[src/rtl/mem_access_unit_if.sv]
// Request/response and word-bus signal bundle for mem_access_unit.
// master = the access unit, slave = pipeline/bus side.
interface mem_access_unit_if #(
  parameter int XLEN   = 32,
  parameter int ADDR_W = 32
);
  logic              req_valid;
  logic              req_we;
  logic [2:0]        req_type;
  logic [ADDR_W-1:0] req_addr;
  logic [XLEN-1:0]   req_wdata;
  logic              flush;
  logic              stall;
  logic              resp_valid;
  logic [XLEN-1:0]   resp_rdata;
  logic              misaligned;
  logic              bus_err;
  logic              bus_req;
  logic              bus_we;
  logic [ADDR_W-1:0] bus_addr;
  logic [XLEN/8-1:0] bus_wstrb;
  logic [XLEN-1:0]   bus_wdata;
  logic              bus_ack;
  logic [XLEN-1:0]   bus_rdata;

  modport master (
    input  req_valid, req_we, req_type, req_addr, req_wdata, flush, bus_ack, bus_rdata,
    output stall, resp_valid, resp_rdata, misaligned, bus_err,
           bus_req, bus_we, bus_addr, bus_wstrb, bus_wdata
  );

  modport slave (
    output req_valid, req_we, req_type, req_addr, req_wdata, flush, bus_ack, bus_rdata,
    input  stall, resp_valid, resp_rdata, misaligned, bus_err,
           bus_req, bus_we, bus_addr, bus_wstrb, bus_wdata
  );
endinterface

[src/rtl/mem_access_unit.sv]
// Multi-cycle MEM-stage load/store engine on a valid/ack word bus.
// Optional MEM_TIMEOUT_EN: bounds WAIT/DRAIN to TIMEOUT cycles and reports bus_err.
module mem_access_unit #(
  parameter int XLEN    = 32,
  parameter int ADDR_W  = 32,
  parameter int TIMEOUT = 255
) (
  input  logic              clk,
  input  logic              rst,
  mem_access_unit_if.master mif
);
  localparam int NB = XLEN / 8;
  localparam int LW = $clog2(NB);

  if (!(XLEN == 32 || XLEN == 64) || TIMEOUT < 1 || TIMEOUT > 65535) begin : g_param_chk
    $error("mem_access_unit: illegal XLEN or TIMEOUT");
  end

  typedef enum logic [1:0] {IDLE, WAIT, DONE, DRAIN} state_t;

  state_t            state_q, state_d;
  logic              bus_req_q, bus_req_d;
  logic              bus_we_q, bus_we_d;
  logic [ADDR_W-1:0] bus_addr_q, bus_addr_d;
  logic [NB-1:0]     bus_wstrb_q, bus_wstrb_d;
  logic [XLEN-1:0]   bus_wdata_q, bus_wdata_d;
  logic              resp_valid_q, resp_valid_d;
  logic [XLEN-1:0]   resp_rdata_q, resp_rdata_d;
  logic              mis_q, mis_d;
  logic              err_q, err_d;
  logic [2:0]        type_q, type_d;
  logic [LW-1:0]     lane_q, lane_d;
  logic              timeout_hit;

  // Request decode: legality, alignment, strobes and lane-replicated data.
  logic [1:0]      sz;
  logic            illegal, unaligned;
  logic [2:0]      offmask;
  logic [7:0]      bmask;
  logic [NB-1:0]   smask, strb;
  logic [XLEN-1:0] rep;

  always_comb begin
    sz        = mif.req_type[1:0];
    illegal   = (mif.req_type == 3'b111) ||
                (XLEN == 32 && (mif.req_type == 3'b011 || mif.req_type == 3'b110));
    offmask   = 3'((4'd1 << sz) - 4'd1);
    unaligned = |(mif.req_addr[2:0] & offmask);
    case (sz)
      2'd0:    bmask = 8'h01;
      2'd1:    bmask = 8'h03;
      2'd2:    bmask = 8'h0F;
      default: bmask = 8'hFF;
    endcase
    smask = NB'(bmask);
    strb  = smask << mif.req_addr[LW-1:0];
    case (sz)
      2'd0:    rep = {NB{mif.req_wdata[7:0]}};
      2'd1:    rep = {(NB/2){mif.req_wdata[15:0]}};
      2'd2:    rep = {(NB/4){mif.req_wdata[31:0]}};
      default: rep = mif.req_wdata;
    endcase
  end

  // Load extract: shift the addressed bytes down, then extend via a left/right shift pair.
  logic [XLEN-1:0] sh, left, ld;
  logic [6:0]      amt;

  always_comb begin
    sh   = mif.bus_rdata >> {lane_q, 3'b000};
    amt  = 7'(XLEN) - (7'd8 << type_q[1:0]);
    left = sh << amt;
    ld   = type_q[2] ? (left >> amt) : XLEN'($signed(left) >>> amt);
  end

`ifdef MEM_TIMEOUT_EN
  logic [15:0] cnt_q, cnt_d;
  always_comb cnt_d = (state_q == WAIT || state_q == DRAIN) ? cnt_q + 16'd1 : 16'd0;
  always_ff @(posedge clk or posedge rst)
    if (rst) cnt_q <= '0;
    else     cnt_q <= cnt_d;
  assign timeout_hit = (state_q == WAIT || state_q == DRAIN) && !mif.bus_ack &&
                       (cnt_q == 16'(TIMEOUT - 1));
`else
  assign timeout_hit = 1'b0;
`endif

  always_comb begin
    state_d      = state_q;
    bus_req_d    = bus_req_q;
    bus_we_d     = bus_we_q;
    bus_addr_d   = bus_addr_q;
    bus_wstrb_d  = bus_wstrb_q;
    bus_wdata_d  = bus_wdata_q;
    type_d       = type_q;
    lane_d       = lane_q;
    resp_valid_d = 1'b0;
    resp_rdata_d = '0;
    mis_d        = 1'b0;
    err_d        = 1'b0;
    case (state_q)
      IDLE: if (mif.req_valid && !mif.flush) begin
        if (illegal || unaligned) begin
          state_d      = DONE;
          resp_valid_d = 1'b1;
          mis_d        = 1'b1;
        end else begin
          state_d     = WAIT;
          bus_req_d   = 1'b1;
          bus_we_d    = mif.req_we;
          bus_addr_d  = {mif.req_addr[ADDR_W-1:LW], {LW{1'b0}}};
          bus_wstrb_d = mif.req_we ? strb : '0;
          bus_wdata_d = mif.req_we ? rep : '0;
          type_d      = mif.req_type;
          lane_d      = mif.req_addr[LW-1:0];
        end
      end
      WAIT: begin
        if (mif.flush) begin
          // The bus cycle is already out; finish it silently.
          if (mif.bus_ack || timeout_hit) begin
            state_d   = IDLE;
            bus_req_d = 1'b0;
          end else begin
            state_d = DRAIN;
          end
        end else if (mif.bus_ack) begin
          state_d      = DONE;
          bus_req_d    = 1'b0;
          resp_valid_d = 1'b1;
          resp_rdata_d = bus_we_q ? '0 : ld;
        end else if (timeout_hit) begin
          state_d      = DONE;
          bus_req_d    = 1'b0;
          resp_valid_d = 1'b1;
          err_d        = 1'b1;
        end
      end
      DONE: state_d = IDLE;
      DRAIN: if (mif.bus_ack || timeout_hit) begin
        state_d   = IDLE;
        bus_req_d = 1'b0;
      end
      default: state_d = IDLE;
    endcase
  end

  always_ff @(posedge clk or posedge rst) begin
    if (rst) begin
      state_q      <= IDLE;
      bus_req_q    <= 1'b0;
      bus_we_q     <= 1'b0;
      bus_addr_q   <= '0;
      bus_wstrb_q  <= '0;
      bus_wdata_q  <= '0;
      resp_valid_q <= 1'b0;
      resp_rdata_q <= '0;
      mis_q        <= 1'b0;
      err_q        <= 1'b0;
      type_q       <= '0;
      lane_q       <= '0;
    end else begin
      state_q      <= state_d;
      bus_req_q    <= bus_req_d;
      bus_we_q     <= bus_we_d;
      bus_addr_q   <= bus_addr_d;
      bus_wstrb_q  <= bus_wstrb_d;
      bus_wdata_q  <= bus_wdata_d;
      resp_valid_q <= resp_valid_d;
      resp_rdata_q <= resp_rdata_d;
      mis_q        <= mis_d;
      err_q        <= err_d;
      type_q       <= type_d;
      lane_q       <= lane_d;
    end
  end

  assign mif.stall      = (mif.req_valid && !mif.flush && state_q != DONE) || state_q == DRAIN;
  assign mif.resp_valid = resp_valid_q;
  assign mif.resp_rdata = resp_rdata_q;
  assign mif.misaligned = mis_q;
  assign mif.bus_err    = err_q;
  assign mif.bus_req    = bus_req_q;
  assign mif.bus_we     = bus_we_q;
  assign mif.bus_addr   = bus_addr_q;
  assign mif.bus_wstrb  = bus_wstrb_q;
  assign mif.bus_wdata  = bus_wdata_q;
endmodule

[src/flat_wrapper.sv]
// flat-port wrapper written by rule: the top's interface ports become plain ports
module mem_access_unit_flat 
#(
  parameter int XLEN    = 32,
  parameter int ADDR_W  = 32,
  parameter int TIMEOUT = 255
)
  (clk, rst, mif_req_valid, mif_req_we, mif_req_type, mif_req_addr, mif_req_wdata, mif_flush, mif_bus_ack, mif_bus_rdata, mif_stall, mif_resp_valid, mif_resp_rdata, mif_misaligned, mif_bus_err, mif_bus_req, mif_bus_we, mif_bus_addr, mif_bus_wstrb, mif_bus_wdata);
  mem_access_unit_if #(.XLEN(XLEN), .ADDR_W(ADDR_W)) mif_i ();
  input  logic clk;
  input  logic rst;
  input wire logic [$bits(mif_i.req_valid)-1:0] mif_req_valid;
  input wire logic [$bits(mif_i.req_we)-1:0] mif_req_we;
  input wire logic [$bits(mif_i.req_type)-1:0] mif_req_type;
  input wire logic [$bits(mif_i.req_addr)-1:0] mif_req_addr;
  input wire logic [$bits(mif_i.req_wdata)-1:0] mif_req_wdata;
  input wire logic [$bits(mif_i.flush)-1:0] mif_flush;
  input wire logic [$bits(mif_i.bus_ack)-1:0] mif_bus_ack;
  input wire logic [$bits(mif_i.bus_rdata)-1:0] mif_bus_rdata;
  output wire logic [$bits(mif_i.stall)-1:0] mif_stall;
  output wire logic [$bits(mif_i.resp_valid)-1:0] mif_resp_valid;
  output wire logic [$bits(mif_i.resp_rdata)-1:0] mif_resp_rdata;
  output wire logic [$bits(mif_i.misaligned)-1:0] mif_misaligned;
  output wire logic [$bits(mif_i.bus_err)-1:0] mif_bus_err;
  output wire logic [$bits(mif_i.bus_req)-1:0] mif_bus_req;
  output wire logic [$bits(mif_i.bus_we)-1:0] mif_bus_we;
  output wire logic [$bits(mif_i.bus_addr)-1:0] mif_bus_addr;
  output wire logic [$bits(mif_i.bus_wstrb)-1:0] mif_bus_wstrb;
  output wire logic [$bits(mif_i.bus_wdata)-1:0] mif_bus_wdata;
  assign mif_i.req_valid = mif_req_valid;
  assign mif_i.req_we = mif_req_we;
  assign mif_i.req_type = mif_req_type;
  assign mif_i.req_addr = mif_req_addr;
  assign mif_i.req_wdata = mif_req_wdata;
  assign mif_i.flush = mif_flush;
  assign mif_i.bus_ack = mif_bus_ack;
  assign mif_i.bus_rdata = mif_bus_rdata;
  assign mif_stall = mif_i.stall;
  assign mif_resp_valid = mif_i.resp_valid;
  assign mif_resp_rdata = mif_i.resp_rdata;
  assign mif_misaligned = mif_i.misaligned;
  assign mif_bus_err = mif_i.bus_err;
  assign mif_bus_req = mif_i.bus_req;
  assign mif_bus_we = mif_i.bus_we;
  assign mif_bus_addr = mif_i.bus_addr;
  assign mif_bus_wstrb = mif_i.bus_wstrb;
  assign mif_bus_wdata = mif_i.bus_wdata;
  mem_access_unit #(.XLEN(XLEN), .ADDR_W(ADDR_W), .TIMEOUT(TIMEOUT)) u_core (.clk(clk), .rst(rst), .mif(mif_i));
endmodule
[config.mk]
export PLATFORM = sky130hd
export DESIGN_NAME = mem_access_unit_flat
export DESIGN_NICKNAME = d
export VERILOG_FILES = /design/src/rtl/mem_access_unit_if.sv /design/src/rtl/mem_access_unit.sv /design/src/flat_wrapper.sv
export SDC_FILE = /design/constraint.sdc
export NUM_CORES = 1
export LEC_CHECK = 0
export CAP_MARGIN = 5
export CORE_AREA = 10 10 160 162
export CTS_CLUSTER_SIZE = 24
export DETAILED_ROUTE_END_ITERATION = 8
export DIE_AREA = 0 0 170 172
export MAX_ROUTING_LAYER = met4
export SLEW_MARGIN = 30
export SYNTH_ARGS = -nofsm -noshare
export SYNTH_HDL_FRONTEND = slang
export SYNTH_SLANG_ARGS = --single-unit
[constraint.sdc]
create_clock -name clk -period 5.7 [get_ports clk]
set_input_delay 1.71 -clock clk [delete_from_list [all_inputs] [get_ports clk]]
set_output_delay 1.71 -clock clk [all_outputs]
set_load 0.02 [all_outputs]
==> results of run 1 <==
[worst max-delay path, delay by kind of cell]
family / cells / cell delay, ns
AND/OR/NAND/NOR: 1 / 0.16
buffers and inverters: 2 / 1.08
AO/OA/AOI/OAI: 1 / 0.13
[stage by stage]
step / total power [W] / utilization [%] / cell area (sq um)
after floorplan: 0.001688 / - / 5484
after global placement: 0.002197 / 34.77 / 7776
after detailed placement: 0.002204 / 34.77 / 7776
after CTS: 0.002864 / 36.04 / 8060
after global routing: 0.002975 / 36.11 / 8075
final: 0.002814 / 36.12 / 8078
[cell families after synthesis]
kind of cell	after synthesis	synth area share, %
adder cells (fa/ha/maj)	1	0.2284
other	1	0.06847
AO/OA/AOI/OAI	91	11.61
flip-flops	109	49.81
buffers and inverters	56	5.872
multiplexers	99	23.35
AND/OR/NAND/NOR	80	8.910
XOR/XNOR	1	0.1600
[final cells by class]
type | count | area [sq um] | share of cell area, %
Inverter | 20 | 77.57 | 0.9603
Clock inverter | 5 | 45.04 | 0.5576
Clock buffer | 10 | 239.0 | 2.958
Tap cell | 285 | 356.6 | 4.414
Timing Repair Buffer | 218 | 2180 | 26.98
Sequential cell | 109 | 2728 | 33.77
Antenna cell | 1 | 2.502 | 0.03098
Multi-Input combinational cell | 275 | 2450 | 30.33
[per-layer routing]
layer	up-vias	track usage (%)
met5	-	-
met4	0	3.394
li1	1969	-
met3	13	4.560
met2	177	18.10
met1	2082	16.25
[worst max path at each step]
stage / start / to / slack [ns] / cells past startpoint
6_report: mif_flush / mif_stall / 0.90 / 4
5_1_grt: mif_flush / mif_stall / 0.83 / 4
4_1_cts: mif_flush / mif_stall / 0.88 / 4
3_5_place_dp: mif_flush / mif_stall / 0.89 / 4
3_3_place_gp: mif_flush / mif_stall / 0.89 / 4
2_1_floorplan: rst / u_core.lane_q[0] / 1.12 / 1
[where the power goes]
part	switching (W)	internal, W	total (W)
Sequential	0.000115	0.000938	0.00105
Combinational	0.000525	0.000606	0.00113
Clock	0.000317	0.000313	0.000631
Total	0.000957	0.00186	0.00281
[state kept, by name, summed over array words and instances (netlist names)]
register	flops
u_core.lane_q	2
u_core.mif.bus_addr	30
u_core.mif.bus_req	1
u_core.mif.bus_wdata	32
u_core.mif.bus_we	1
u_core.mif.bus_wstrb	4
u_core.mif.misaligned	1
u_core.mif.resp_rdata	32
u_core.mif.resp_valid	1
u_core.state_q	2
u_core.type_q	3
[cells in the mapped netlist, types with 7 or more instances]
master	number	area [sq um]
or3b_2	16	140.1
dfrtp_1	109	2728
mux2_4	49	735.7
inv_1	19	71.32
a22o_1	8	70.07
a2bb2oi_1	7	61.31
o21ai_0	20	100.1
clkbuf_1	21	78.83
mux2i_1	25	250.2
a211oi_1	14	105.1
o22ai_1	16	100.1
a21oi_1	10	50.05
nand2_1	29	108.9
a221oi_1	8	70.07
nor2b_1	11	68.82
mux2_2	24	270.3
==> key figures, run 1 <==
Setup path
  • Data arrival, critical path: about 3.1 ns
  • Startpoint types: input pin
  • Reg2Reg Setup Slack: 3.43 ns
  • FF-to-FF End: u_core.mif.bus_wdata[26]
  • CP max stage delay: 0.62 ns
  • Worst R2R Path Depth: 4
  • Nature of the critical path endpoint: output pin
  • Worst-path cell chain: clkdlybuf4s50_1, nand2b_1, o21ai_0, clkdlybuf4s50_1
  • WS Path Type: in2out
  • Crit Path Max Fanout: 5
  • Reg-to-reg startpoint: u_core.state_q[0]
  • Critical Path RT: about 4 ns
  • Slowest CP cell: clkdlybuf4s50_1
  • Most frequent CP cell: clkdlybuf4s50_1

Synthesis
  • Mapped Cells: roughly 440
  • Post-synth top flop: dfrtp_1
  • Register area share after synthesis: 49.81%
  • Mean post-synth cell area: around 13 sq um
  • Netlist cell types: 45
  • Yosys reg bits: about 110
  • Synthesized cell area: 5477 sq um
  • Async S/R FF share, synth: between 90% and 100%
  • Synth warn: 0
  • Post-synth EDFFs: 0

Floorplanning
  • Ports: about 210
  • Rows: 55
  • Die span in y: 172 um
  • Initial Util: 24.49%
  • Die Area: 29240 sq um
  • Die X: 170 um
  • Core Area: 22370 sq um

Timing
  • Max frequency: 208.4 MHz
  • Final hold vios: 0
  • Post-Route Setup TNS: 0 ns
  • RSZ-0062 raised after global routing: false
  • Skew final: 0.01209 ns
  • Worst Tran Pin Value: 0.6955 ns
  • WHS: between 0.4 and 0.5 ns
  • Time the worst path needs with I/O delays and setup: about 4.8 ns
  • Final worst-path cycle share: 84.18%
  • Endpoints failing setup: 0
  • Worst setup margin: between 0.9 and 1 ns
  • Fin. max-slew vios: 0
  • Max_slew headroom: 53.48%

Finish
  • P&R area growth vs syn: 47.50%
  • Commonest non-fill, non-tap cell in the layout: clkdlybuf4s50_1
  • Fin nets: 739
  • Non-filler cells, final: about 900
  • Filler Cell Count: 2225
  • Commonest non-fill, non-tap cells in the layout: 207 x clkdlybuf4s50_1, 109 x dfrtp_1, 49 x mux2_4, 29 x nand2_1, 25 x mux2i_1
  • Layout cell share with drive strength beyond 1: between 10% and 20%

Clocking
  • PostCTS Resize Cnt: 0
  • Clock buffer depth: 2
  • CTS tree: built
  • Num CTS Buffers: 9
  • Worst-path clk slew: 0.08 ns
  • Later-pin clock latency in the skew report: ~0.36 ns
  • Root Driver: clkbuf_16
  • Setup bufs post-CTS: 0
  • H-tree Lvls: 3
  • CTS Sinks: 109
  • Hold-fix buffers, CTS: 0

Place
  • GPL Wtd Cong: 0.7575
  • # placed instances: 907
  • Dpl hpwl: 13050 um
  • PortBufs: between 200 and 250
  • Pre-CTS setup slack: 0.8870 ns

Drt
  • Post-detailed-route count of antenna-violating nets: 0
  • Post-Route WL: 17960 um
  • Met1 Wirelength: 8484 um
  • Routed vias/inst: 4.595
  • DRC violations left: 0
  • Top Metal Used: met4
  • Met3 WL: about 1500 um
  • Met2 wire length: 7771 um
  • Initial DRT Pass Iterations: 4
  • Vias: approximately 4200
  • Iteration-0 DRC Markers: 255
  • WL/cell: 19.45 um

Power and ir drop
  • LEAKAGE: approximately 3.4 nW
  • Max rail drop VDD: 147.7 uV
  • Cell Pwr Density: 348.4 nW/um^2

Global routing
  • Initial antenna violation count: 0
  • GRT overflow: 0
  • First-pass GRT wire length: around 28000 um
  • Vias in the first global route: around 4500
  • Total Routing Usage GR: 12.55%
  • Largest net degree at the start of global routing: 110

Run status
  • Status: finished, final reports clean

Job
  • Max_cap viols: 0

Min path
  • WHS Path Cells: 1
  • Min-delay src: u_core.mif.bus_req
  • Hold EP: u_core.mif.bus_req
  • Min-delay worst type: reg2reg
(Power assumes the default switching activity.)
==> run 2, diff against run 1 <==
Clock period 5.7 ns to 4.2 ns, I/O delays scaled along.
==> key figures, run 2 (same netlist as run 1, synthesis figures left out) <==
Place
  • Dpl hpwl: 13440 um (+2.9%)
  • GPL Wtd Cong: 0.7665 (+1.2%)
  • PortBufs: 207 (unchanged)

Clocking
  • PostCTS Resize Cnt: 0 (unchanged)
  • Hold-fix buffers, CTS: 0 (unchanged)
  • Worst-path clk slew: 0.08 ns (about the same)
  • Clock buffer depth: 2 (unchanged)
  • Setup bufs post-CTS: 0 (unchanged)
  • Num CTS Buffers: 9 (unchanged)
  • Later-pin clock latency in the skew report: 0.36 ns (about the same)
  • CTS Sinks: 109 (unchanged)
  • CTS tree: built
  • Root Driver: clkbuf_16
  • H-tree Lvls: 3 (unchanged)

Timing
  • RSZ-0062 raised after global routing: false
  • Max_slew headroom: 59.08% (+5.6 points)
  • Final hold vios: 0 (unchanged)
  • Post-Route Setup TNS: 0 ns (unchanged)
  • Worst Tran Pin Value: 0.6138 ns (-0.08173 ns)
  • Skew final: 0.01147 ns (-0.0006201 ns)
  • Final worst-path cycle share: 92.74%
  • Max frequency: 256.7 MHz
  • Time the worst path needs with I/O delays and setup: 3.895 ns
  • Endpoints failing setup: 0 (unchanged)
  • Fin. max-slew vios: 0 (unchanged)

Drt
  • WL/cell: 19.35 um (-0.52%)
  • Iteration-0 DRC Markers: 226 (-11%)
  • Post-Route WL: 17980 um (+0.12%)
  • Post-detailed-route count of antenna-violating nets: 0 (unchanged)
  • Initial DRT Pass Iterations: 4 (unchanged)
  • DRC violations left: 0 (unchanged)
  • Vias: 4227 (-0.33%)
  • Routed vias/inst: 4.550 (-0.97%)

Global routing
  • Initial antenna violation count: 1 (+1)
  • Largest net degree at the start of global routing: 60 (-45%)
  • GRT overflow: 0 (unchanged)
  • Total Routing Usage GR: 12.48% (-0.070 points)
  • Vias in the first global route: 4505 (-0.27%)
  • First-pass GRT wire length: 27370 um (-0.97%)

Setup path
  • Worst Setup SP: mif_flush
  • Data arrival, critical path: 2.64 ns (-0.45 ns)
  • Crit Path Max Fanout: 5 (unchanged)
  • Nature of the critical path endpoint: output pin
  • WS Path Type: in2out
  • Startpoint types: input pin
  • Reg-to-reg startpoint: u_core.state_q[0]
  • Critical Path RT: 2.94 ns (-1.05 ns)

Finish
  • P&R area growth vs syn: 48.41%
  • Commonest non-fill, non-tap cells in the layout: 207 x clkdlybuf4s50_1, 109 x dfrtp_1, 49 x mux2_4, 29 x nand2_1, 25 x mux2i_1
  • Layout cell share with drive strength beyond 1: 19.63% (+0.32 points)
  • Commonest non-fill, non-tap cell in the layout: clkdlybuf4s50_1
  • Final design utilization: 36.34% (+0.22 points)
  • Fin nets: 743 (+0.54%)
  • Filler Cell Count: 2227 (+0.090%)

Run status
  • Status: finished, final reports clean

Floorplanning
  • Die X: 170 um (unchanged)
  • Ports: 211 (unchanged)
  • Die Area: 29240 sq um (unchanged)
  • Core Area: 22370 sq um (unchanged)
  • Die span in y: 172 um (unchanged)
  • Rows: 55 (unchanged)
  • Initial Util: 24.49% (unchanged)

Power and ir drop
  • Total power: 0.003883 W (+38%)
  • LEAKAGE: 3.437 nW (+0.94%)
  • Max rail drop VDD: 208.9 uV (+41%)
  • Cell Pwr Density: 477.7 nW/um^2 (+37%)

Min path
  • Min-delay src: u_core.mif.bus_req
  • Min-delay worst type: reg2reg

Job
  • Max_cap viols: 0 (unchanged)
## run 2: changes by cell type in the layout (fill, tap and decap cells not counted)
| cell | before | now |
|---|---|---|
| ha_1 | 0 | 1 |
| clkinv_4 | 2 | 1 |
| buf_4 | 9 | 13 |
| a211oi_4 | 2 | 1 |
| ha_2 | 1 | 0 |
| bufinv_16 | 0 | 1 |
| clkbuf_1 | 0 | 1 |
| diode_2 | 1 | 2 |
| a211oi_2 | 0 | 1 |
| clkbuf_8 | 1 | 2 |
| inv_8 | 1 | 0 |
## run 2: per-layer routing
layer | part of all wire [%] | track usage [%]
met4 | 1.3 | 3.585
met3 | 9.0 | 4.765
met2 | 44 | 17.83
met1 | 46 | 16.08
met5 | 0 | -
## run 2: path summary, 6_finish.rpt
check,end,slack (ns),cells after the start
max,mif_stall,0.30,4
min,u_core.mif.bus_req,0.48,1
max reg2reg,u_core.mif.bus_wdata[24],1.93,4
min reg2reg,u_core.mif.bus_req,0.48,1
max in group asynchronous,u_core.mif.bus_addr[26],2.12,3
min in group asynchronous,u_core.mif.resp_rdata[29],1.32,2
## run 2: per-stage QoR
| stage | cell area [sq um] | hold WS [ns] | cells | setup WS, ns |
|---|---|---|---|---|
| after floorplan | 5484 | 0.5068 | 440 | 0.06605 |
| after global placement | 7806 | 0.4633 | 911 | 0.2691 |
| after detailed placement | 7806 | 0.4691 | 911 | 0.2837 |
| after CTS | 8118 | 0.4886 | 927 | 0.2842 |
| after global routing | 8125 | 0.5024 | 928 | 0.2533 |
| final | 8128 | 0.4816 | 929 | 0.3050 |
## run 2: worst max-delay path, stage by stage
cell	delay, ns
clkdlybuf4s50_1	0.46
nand2b_1	0.16
o21ai_0	0.13
clkdlybuf4s50_1	0.62
## run 2: report_power, final
| group | internal [W] | switching (W) |
|---|---|---|
| registers | 0.00127 | 0.000156 |
| logic | 0.000827 | 0.000706 |
| clock network | 0.000500 | 0.000421 |
## run 2: area by class of cell
cell class	instances	area [sq um]	share of cell area, %
antenna	2	5.005	0.06158
inverter	20	77.57	0.9544
multi-input combinational	275	2440	30.02
tap	285	356.6	4.387
clock inverter	4	55.05	0.6773
sequential	109	2728	33.56
timing repair buffer	222	2210	27.19
clock buffer	12	256.5	3.156
==> run 3, diff against run 2 <==
Settings changed: CTS_CLUSTER_SIZE 24 to 28.
==> results of run 3 <==
No change in the layout: final DEF, timing and power equal those of run 2.
